`config.mk`:
```
export PLATFORM = sky130hd
export DESIGN_NAME = fifo_write_arb
export DESIGN_NICKNAME = d
export VERILOG_FILES = /design/src/rtl/fifo_arb_pkg.sv /design/src/rtl/fifo_write_arb_pick.sv /design/src/rtl/fifo_write_arb.sv
export SDC_FILE = /design/constraint.sdc
export NUM_CORES = 1
export LEC_CHECK = 0
export BUFFER_PORTS_ARGS = -buffer_cell sky130_fd_sc_hd__buf_2
export CAP_MARGIN = 5
export CORE_MARGIN = 2
export CORE_UTILIZATION = 44
export DETAILED_ROUTE_END_ITERATION = 7
export PLACE_DENSITY = 0.72
export SETUP_SLACK_MARGIN = 0.5
export SLEW_MARGIN = 20
export SYNTH_ARGS = -nofsm -noshare
export SYNTH_HDL_FRONTEND = slang
export SYNTH_SLANG_ARGS = --single-unit
```
`constraint.sdc`:
```
create_clock -name clk -period 2.6 [get_ports clk]
set_input_delay 0.13 -clock clk [delete_from_list [all_inputs] [get_ports clk]]
set_output_delay 0.13 -clock clk [all_outputs]
set_load 0.01 [all_outputs]
```
`src/rtl/fifo_arb_pkg.sv`:
```
// Shared constants and helpers for the FIFO write arbiter: default requester
// count, tag-width derivation and FIFO capacity.
package fifo_arb_pkg;

  localparam int NREQ_DEF = 3;

  // clog2(n) with a floor of one bit so a tag always exists
  function automatic int tag_width(input int n);
    int w;
    w = 0;
    for (int i = 1; i <= 8; i++) begin
      if (w == 0 && (1 << i) >= n) w = i;
    end
    return (w < 1) ? 1 : w;
  endfunction

  // One slot stays unused so full and empty remain distinguishable
  function automatic int cap_of(input int aw);
    return (1 << aw) - 1;
  endfunction

endpackage

```
`src/rtl/fifo_write_arb_pick.sv`:
```
// Combinational round-robin winner selection for the FIFO write arbiter.
// FIFO_ARB_FIXED_PRIO_EN: requester 0 pre-empts the round robin of the rest.
module rr_arb_pick
  import fifo_arb_pkg::*;
#(
  parameter int NREQ = NREQ_DEF,
  parameter int TW   = tag_width(NREQ)
) (
  input  logic [NREQ-1:0] eligible,
  input  logic [TW-1:0]   last_grant,
  output logic [TW-1:0]   winner,
  output logic            valid
);

  int idx;

  always_comb begin
    winner = '0;
    valid  = 1'b0;
    idx    = 0;
`ifdef FIFO_ARB_FIXED_PRIO_EN
    if (eligible[0]) begin
      valid = 1'b1;
    end
`endif
    for (int k = 1; k <= NREQ; k++) begin
      idx = (int'(last_grant) + k) % NREQ;
      if (!valid && eligible[idx]) begin
        valid  = 1'b1;
        winner = TW'(idx);
      end
    end
  end

endmodule

```
`src/rtl/fifo_write_arb.sv`:
```
// Credit-tracking round-robin arbiter sharing one FIFO write port among NREQ
// requesters. FIFO_ARB_FIXED_PRIO_EN gives requester 0 fixed priority.
module fifo_write_arb
  import fifo_arb_pkg::*;
#(
  parameter int NREQ = NREQ_DEF,
  parameter int W    = 6,
  parameter int AW   = 8,
  parameter int TW   = tag_width(NREQ)
) (
  input  logic              clk,
  input  logic              reset,
  input  logic [NREQ-1:0]   req,
  input  logic [NREQ*W-1:0] req_data,
  output logic [NREQ-1:0]   ack,
  input  logic              fifo_pop,
  input  logic              fifo_full,
  output logic              fifo_we,
  output logic [W-1:0]      fifo_data,
  output logic [TW-1:0]     fifo_tag,
  output logic [AW-1:0]     credits,
  output logic              overflow_err
);

  localparam logic [AW-1:0] CAP = AW'(cap_of(AW));

  logic [NREQ-1:0] eligible;
  logic [TW-1:0]   last_grant;
  logic [TW-1:0]   pick_base;
  logic [TW-1:0]   winner;
  logic            pick_valid;
  logic            grant;

  // Masking the current ack keeps any requester from winning twice in a row
  assign eligible = req & ~ack;
  assign grant    = pick_valid && (credits != '0);

`ifdef FIFO_ARB_FIXED_PRIO_EN
  // Requesters 1..NREQ-1 rotate on their own pointer so grants to 0 do not reset it
  logic [TW-1:0] last_rr;
  assign pick_base = last_rr;

  always_ff @(posedge clk or posedge reset) begin
    if (reset) begin
      last_rr <= TW'(NREQ - 1);
    end else if (grant && winner != '0) begin
      last_rr <= winner;
    end
  end
`else
  assign pick_base = last_grant;
`endif

  rr_arb_pick #(
    .NREQ (NREQ),
    .TW   (TW)
  ) u_pick (
    .eligible   (eligible),
    .last_grant (pick_base),
    .winner     (winner),
    .valid      (pick_valid)
  );

  always_ff @(posedge clk or posedge reset) begin
    if (reset) begin
      ack          <= '0;
      fifo_we      <= 1'b0;
      fifo_data    <= '0;
      fifo_tag     <= '0;
      credits      <= CAP;
      last_grant   <= TW'(NREQ - 1);
      overflow_err <= 1'b0;
    end else begin
      ack     <= grant ? (NREQ'(1) << winner) : '0;
      fifo_we <= grant;
      if (grant) begin
        fifo_data  <= req_data[int'(winner)*W +: W];
        fifo_tag   <= winner;
        last_grant <= winner;
      end
      if (fifo_we && fifo_full) overflow_err <= 1'b1;
      // A pop at full capacity is dropped rather than wrapping the count
      if (grant && !fifo_pop) begin
        credits <= credits - 1'b1;
      end else if (!grant && fifo_pop && credits != CAP) begin
        credits <= credits + 1'b1;
      end
    end
  end

endmodule

```
# Word level (Yosys, flattened, before mapping)
# Index checks and enable logic that the tools add are counted.
# op_classes
eq_ne,1
div_mod_pow,3
n_lt_le_gt_ge,3
bitwise,2
n_addsub,5
shifts,2
n_mul,1
mux,18
n_reduce_logical,13
# ops
cell,count
< comparator 32 x 4 -> 1 bit (second input constant),3
modulo 32 x 3 -> 32 bit (second input constant),3
indexed part select 18 x 6 -> 6 bit,1
two-way mux 8 bit,2
two-way mux 1 bit,9
adder 8 x 1 -> 8 bit (second input constant),1
inequality test 8 bit (second input constant),1
nonzero test 8 bit,1
subtractor 8 x 1 -> 8 bit (second input constant),1
logical AND 1 bit,7
adder 2 x 2 -> 3 bit (second input constant),2
binary-select mux 1 bit (select 2 bit),3
two-way mux 2 bit,3
logical NOT 1 bit,4
multiplier 2 x 2 -> 4 bit (second input constant),1
adder 2 x 1 -> 3 bit (second input constant),1
AND 3 bit,1
two-way mux 3 bit,1
inverter 3 bit,1
left shift 1 x 2 -> 3 bit (first input constant),1
nonzero test 2 bit,1
# word_totals
wordCells,55
register_bits,23
out_inout_bits,21

# Longest topological paths before layout
# depth
word_depth,18
ltp_mapped,15
ltp_nobuf,13

# Cells and area by module
# Synthesis repeated with hierarchy kept, for this count alone.
# unflattened
hier_cells,150
hier_area_um2,1370.1
# modules_own_cells
mod,cells_each,instances,area_per_inst_um2,seq_area_each_um2
fifo_write_arb,130,1,1238.7,561.8
rr_arb_pick,20,1,131.4,0.0

# Worst setup path after synthesis
# No wires, ideal clock.
# synth_path
path_type,register to register
startpoint,register last_grant[1]
endpoint,register credits[4]
synth_period_minus_slack_ns,2.728
arrival_ns,2.652
path_buffers,2
setup_slack_ns,-0.128
path_stages_with_launch,15
cell_sequence,dfstp_2 ha_1 clkbuf_1 nand3_1 o31ai_1 a31oi_1 nand4_2 buf_8 nor2_4 xor2_1 ha_1 or3_1 nor3_1 mux2i_1 xnor2_1
# synth_via
elab_chain_len,17
# synth_rtl
item,line_no,rtl
"start, declared",fifo_write_arb.sv:28,logic [TW-1:0] last_grant;
"start signal, assigned",fifo_write_arb.sv:71,last_grant <= TW'(NREQ - 1);
"start signal, assigned",fifo_write_arb.sv:79,last_grant <= winner;
adder 2 x 1 -> 3 bit,fifo_write_arb_pick.sv:27,idx = (int'(last_grant) + k) % NREQ;
modulo 32 x 3 -> 32 bit,fifo_write_arb_pick.sv:27,
binary-select mux 1 bit (select 2 bit),fifo_write_arb_pick.sv:28,if (!valid && eligible[idx]) begin
two-way mux 1 bit (not written as such) (2 in a row),fifo_write_arb_pick.sv:28,
two-way mux 1 bit,fifo_write_arb_pick.sv:28,
logical NOT 1 bit,fifo_write_arb_pick.sv:28,
logical AND 1 bit,fifo_write_arb_pick.sv:28,
two-way mux 1 bit,fifo_write_arb_pick.sv:28,
logical NOT 1 bit,fifo_write_arb_pick.sv:28,
logical AND 1 bit,fifo_write_arb_pick.sv:28,
two-way mux 1 bit *,fifo_write_arb_pick.sv:28,
logical AND 1 bit *,fifo_write_arb.sv:36,assign grant = pick_valid && (credits != '0);
logical NOT 1 bit,fifo_write_arb.sv:85,end else if (!grant && fifo_pop && credits != CAP) begin
logical AND 1 bit (2 in a row),fifo_write_arb.sv:85,
nonzero test 2 bit (no line),n/a,
"end signal, assigned",fifo_write_arb.sv:84,credits <= credits - 1'b1;
"end signal, assigned",fifo_write_arb.sv:86,credits <= credits + 1'b1;
"end, declared",fifo_write_arb.sv:21,"output logic [AW-1:0] credits,"
# Mark *: on every way between the ends. The rest lies on a longest branch, timed or not. The select of a mux whose other input is x is not followed.
# A chain may end at the register's enable or synchronous reset.

# Final worst setup path
# Same ends and word-level chain as after synthesis.

==> results by group <==
Detailed routing
  • Residual DRC: 0
  • WL final: between 3000 and 4000 um
  • Via count: between 1000 and 1500
  • Drt pass-1 iters: 5
  • WL per Instance: 14.5 um
  • Post-DRT Antenna Nets: 0
  • Vias/cell: 5.50
  • 1st-iter DRT viols: 49

Critical path
  • CP Launch Type: flop
  • Chain of cells forming the critical path: inv_2 > ha_4 > nand3_2 > o31ai_1 > a31oi_1 > nand4_2 > nor2_4 > xor2_1 > ha_2 > or3_4 > nor3_4 > mux2i_1 > xnor2_1
  • CP endpoint kind: flop
  • CP Max Fanout: 5
  • Crit path buf inv count: 1
  • Critical Path Max Stage Delay: ~0.58 ns
  • CP Class: flop to flop
  • CP max-delay cell: dfstp_2
  • Kind of cell adding the most delay to the critical path: simple AND/OR/NAND/NOR gates
  • Worst EP arrival: 2.84 ns
  • Worst EP required: between 2 and 3 ns

Timing
  • RSZ-0062 raised after global routing: true
  • Setup ws final: -0.00739 ns
  • Final Max Tran Viols: 0
  • Final Hold Vio Count: 0
  • Slew @ Worst Pin: 0.812 ns
  • Worst Skew: 0.000985 ns
  • Minimum clock period after layout: 2.61 ns
  • Setup TNS: -0.00739 ns
  • Final setup fails: 1
  • Period utilization: 100%
  • Slew margin rel.: a little under half
  • Max Clk Rate: 384 MHz

Synth
  • Yosys top cell area share: approximately a quarter
  • Synth Flop Type: dfrtp_1
  • Yosys reg bits: 22
  • Synth area leader: dfrtp_1
  • Avg Inst Size Synth: just under 10 sq um
  • Post-synthesis sequential area ratio: a little over two fifths
  • Top-count cell post-synth: nand2_1
  • Top post-synthesis cells by count: nand2_1, dfrtp_1, o21ai_0
  • Synth warnings: 0
  • Synthesized area: 1300 sq um
  • Yosys cell types: 45
  • Synth area leaders: dfrtp_1, dfstp_2, nand2_1
  • Syn Nets: 161
  • Number of synthesized flops with an enable pin: 0
  • Synthesized instance count: 133
  • Async set or reset register ratio after synthesis: 100%

Power and ir drop
  • P per Cell Area: about 1400 nW/um^2
  • Worst vdd ir: 1010 uV
  • Leakage: between 0.8 and 0.9 nW

Floorplanning
  • Die X: around 58 um
  • Core box area: 2780 sq um
  • Die ar.: 3410 sq um
  • IO Pins: 46
  • Initial Util: 46.8%
  • Die H: roughly 58 um
  • Row cnt: 19

Cells and area
  • NumNets Final: 220
  • Fill cells: around 240
  • Register Area: 562 sq um
  • Layout area overhead: 38.7%
  • Number of diodes: 0
  • Share of layout cells above drive strength 1: between 50% and 60%
  • Multi-input logic area: between 700 and 800 sq um
  • Final core occ: 64.9%

Global routing
  • Met2 Use GR: 34.2%
  • Vias in the first global route: ~1100
  • Largest net degree at the start of global routing: 23
  • Busiest grt layer: met2
  • First-pass GRT wire length: 4950 um
  • Initial antenna violation count: 0
  • Gr ovfl total: 0
  • Total GRT Usage: 19.2%
  • Met1 Use GR: roughly a quarter
  • Met3 Usage GRT: 2.64%

Placed design
  • Detail Placement HPWL: 2220 um
  • I/O Buffers: 45
  • RD Place Congestion: approximately 0.85

Flow run
  • Max-cap viol count: 0

Clocking
  • TritonCTS clock tree: yes
  • CTS sink cnt: 22
  • Clk Latency, worst-skew pair: 0.30 ns
  • CTS H-tree depth: 1
  • Root Driver: clkbuf_4
  • Clock-pin slew on the worst setup and hold paths: about 0.12 ns
  • Inserted Clock Buffers: 3
  • Clock Path Buffers: 2

Hold path
  • Worst min path class: primary input to flop

Status
  • Failing checks: setup timing
  • Status: complete, but fails checks
final cells by class:
class | instances | area share (%)
sequential | 22 | 31.1
timing repair buffer | 62 | 22.0
multi-input combinational | 97 | 41.3
tap | 31 | 2.15
clock buffer | 4 | 2.01
inverter | 6 | 1.46
per-stage QoR:
step / setup slack (ns) / power [W] / hold slack, ns / cells / cell area, sq um
3_5_place_dp: -0.0256 / 0.00187 / 0.325 / 204 / 1560
2_1_floorplan: -0.0410 / 0.00159 / 0.113 / 133 / 1350
5_1_grt: -0.159 / 0.00266 / 0.0276 / 222 / 1810
4_1_cts: 0.00582 / 0.00237 / 0.0148 / 219 / 1750
3_3_place_gp: 0.138 / 0.00182 / 0.333 / 204 / 1560
6_report: -0.00739 / 0.00246 / 0.0249 / 222 / 1810
power by group:
group	internal [W]	switching, W	total [W]
clock network	0.0000854	0.000101	0.000186
registers	0.000552	0.000155	0.000707
logic	0.000827	0.000743	0.00157
total	0.00146	0.000999	0.00246
cells in the final DEF (no fill, tap or decap), types with 2 or more instances in the layout:
cell type / netlist / layout
nand3_1: 3 / 2
nor2_1: 6 / 5
nand2_1: 16 / 15
and2_1: 3 / 2
buf_4: 1 / 13
dfrtp_1: 13 / 13
ha_4: 0 / 2
nand2b_1: 3 / 3
dfstp_2: 9 / 9
o21ai_0: 10 / 6
o21ai_1: 0 / 4
nor2_2: 1 / 2
nand4_1: 2 / 2
xnor2_1: 3 / 3
a21o_1: 3 / 3
inv_1: 6 / 4
a222oi_1: 5 / 5
clkbuf_4: 0 / 3
nor3_1: 6 / 4
a21oi_1: 3 / 2
xor2_1: 4 / 4
nor2b_1: 2 / 2
mux2i_1: 5 / 4
buf_2: 1 / 45
flip-flops by register name, summed over array words and instances (netlist names):
register,flops
fifo_we,1
ack,3
fifo_data,6
last_grant,1
fifo_tag,2
credits,8
overflow_err,1
logic make-up after synthesis:
| family | Yosys count | share of synthesized area, % |
|---|---|---|
| XOR/XNOR | 7 | 4.71 |
| AND/OR/NAND/NOR | 50 | 21.2 |
| flip-flops | 22 | 43.2 |
| buffers and inverters | 14 | 5.96 |
| multiplexers | 6 | 4.71 |
| AO/OA/AOI/OAI | 30 | 16.6 |
| adder cells (fa/ha/maj) | 4 | 3.65 |
path summary, 6_finish.rpt:
check                                           end  slack (ns)  depth (start not counted)                      start
hold reg to reg            overflow_err$_DFFE_PP0P_        0.48                          1   overflow_err$_DFFE_PP0P_
hold / removal             overflow_err$_DFFE_PP0P_        0.02                          2                  fifo_full
setup reg to reg             credits[4]$_DFFE_PP1P_      -0.007                         13  last_grant[1]$_DFFE_PP1N_
max in group asynchronous   fifo_tag[1]$_DFFE_PP0N_        1.57                          3                      reset
min in group asynchronous  fifo_data[2]$_DFFE_PP0N_        0.53                          3                      reset
setup / recovery             credits[4]$_DFFE_PP1P_      -0.007                         13  last_grant[1]$_DFFE_PP1N_
what timing repair did:
action,CTS,global route
cloned,1,0
endpoints found under the hold margin,13,0
gates resized for setup,9,11
setup buffers,9,3
pin swaps,10,6
setup endpoints to repair,15,20
hold buffers,1,0
routing by layer:
| layer | vias to the layer above | share of wire (%) |
|---|---|---|
| met5 | - | 0 |
| met4 | 0 | 1.8 |
| met3 | 6 | 5.4 |
| met2 | 42 | 53 |
| met1 | 578 | 39 |
| li1 | 594 | - |
Note: power is estimated with default switching activity, not from simulation.
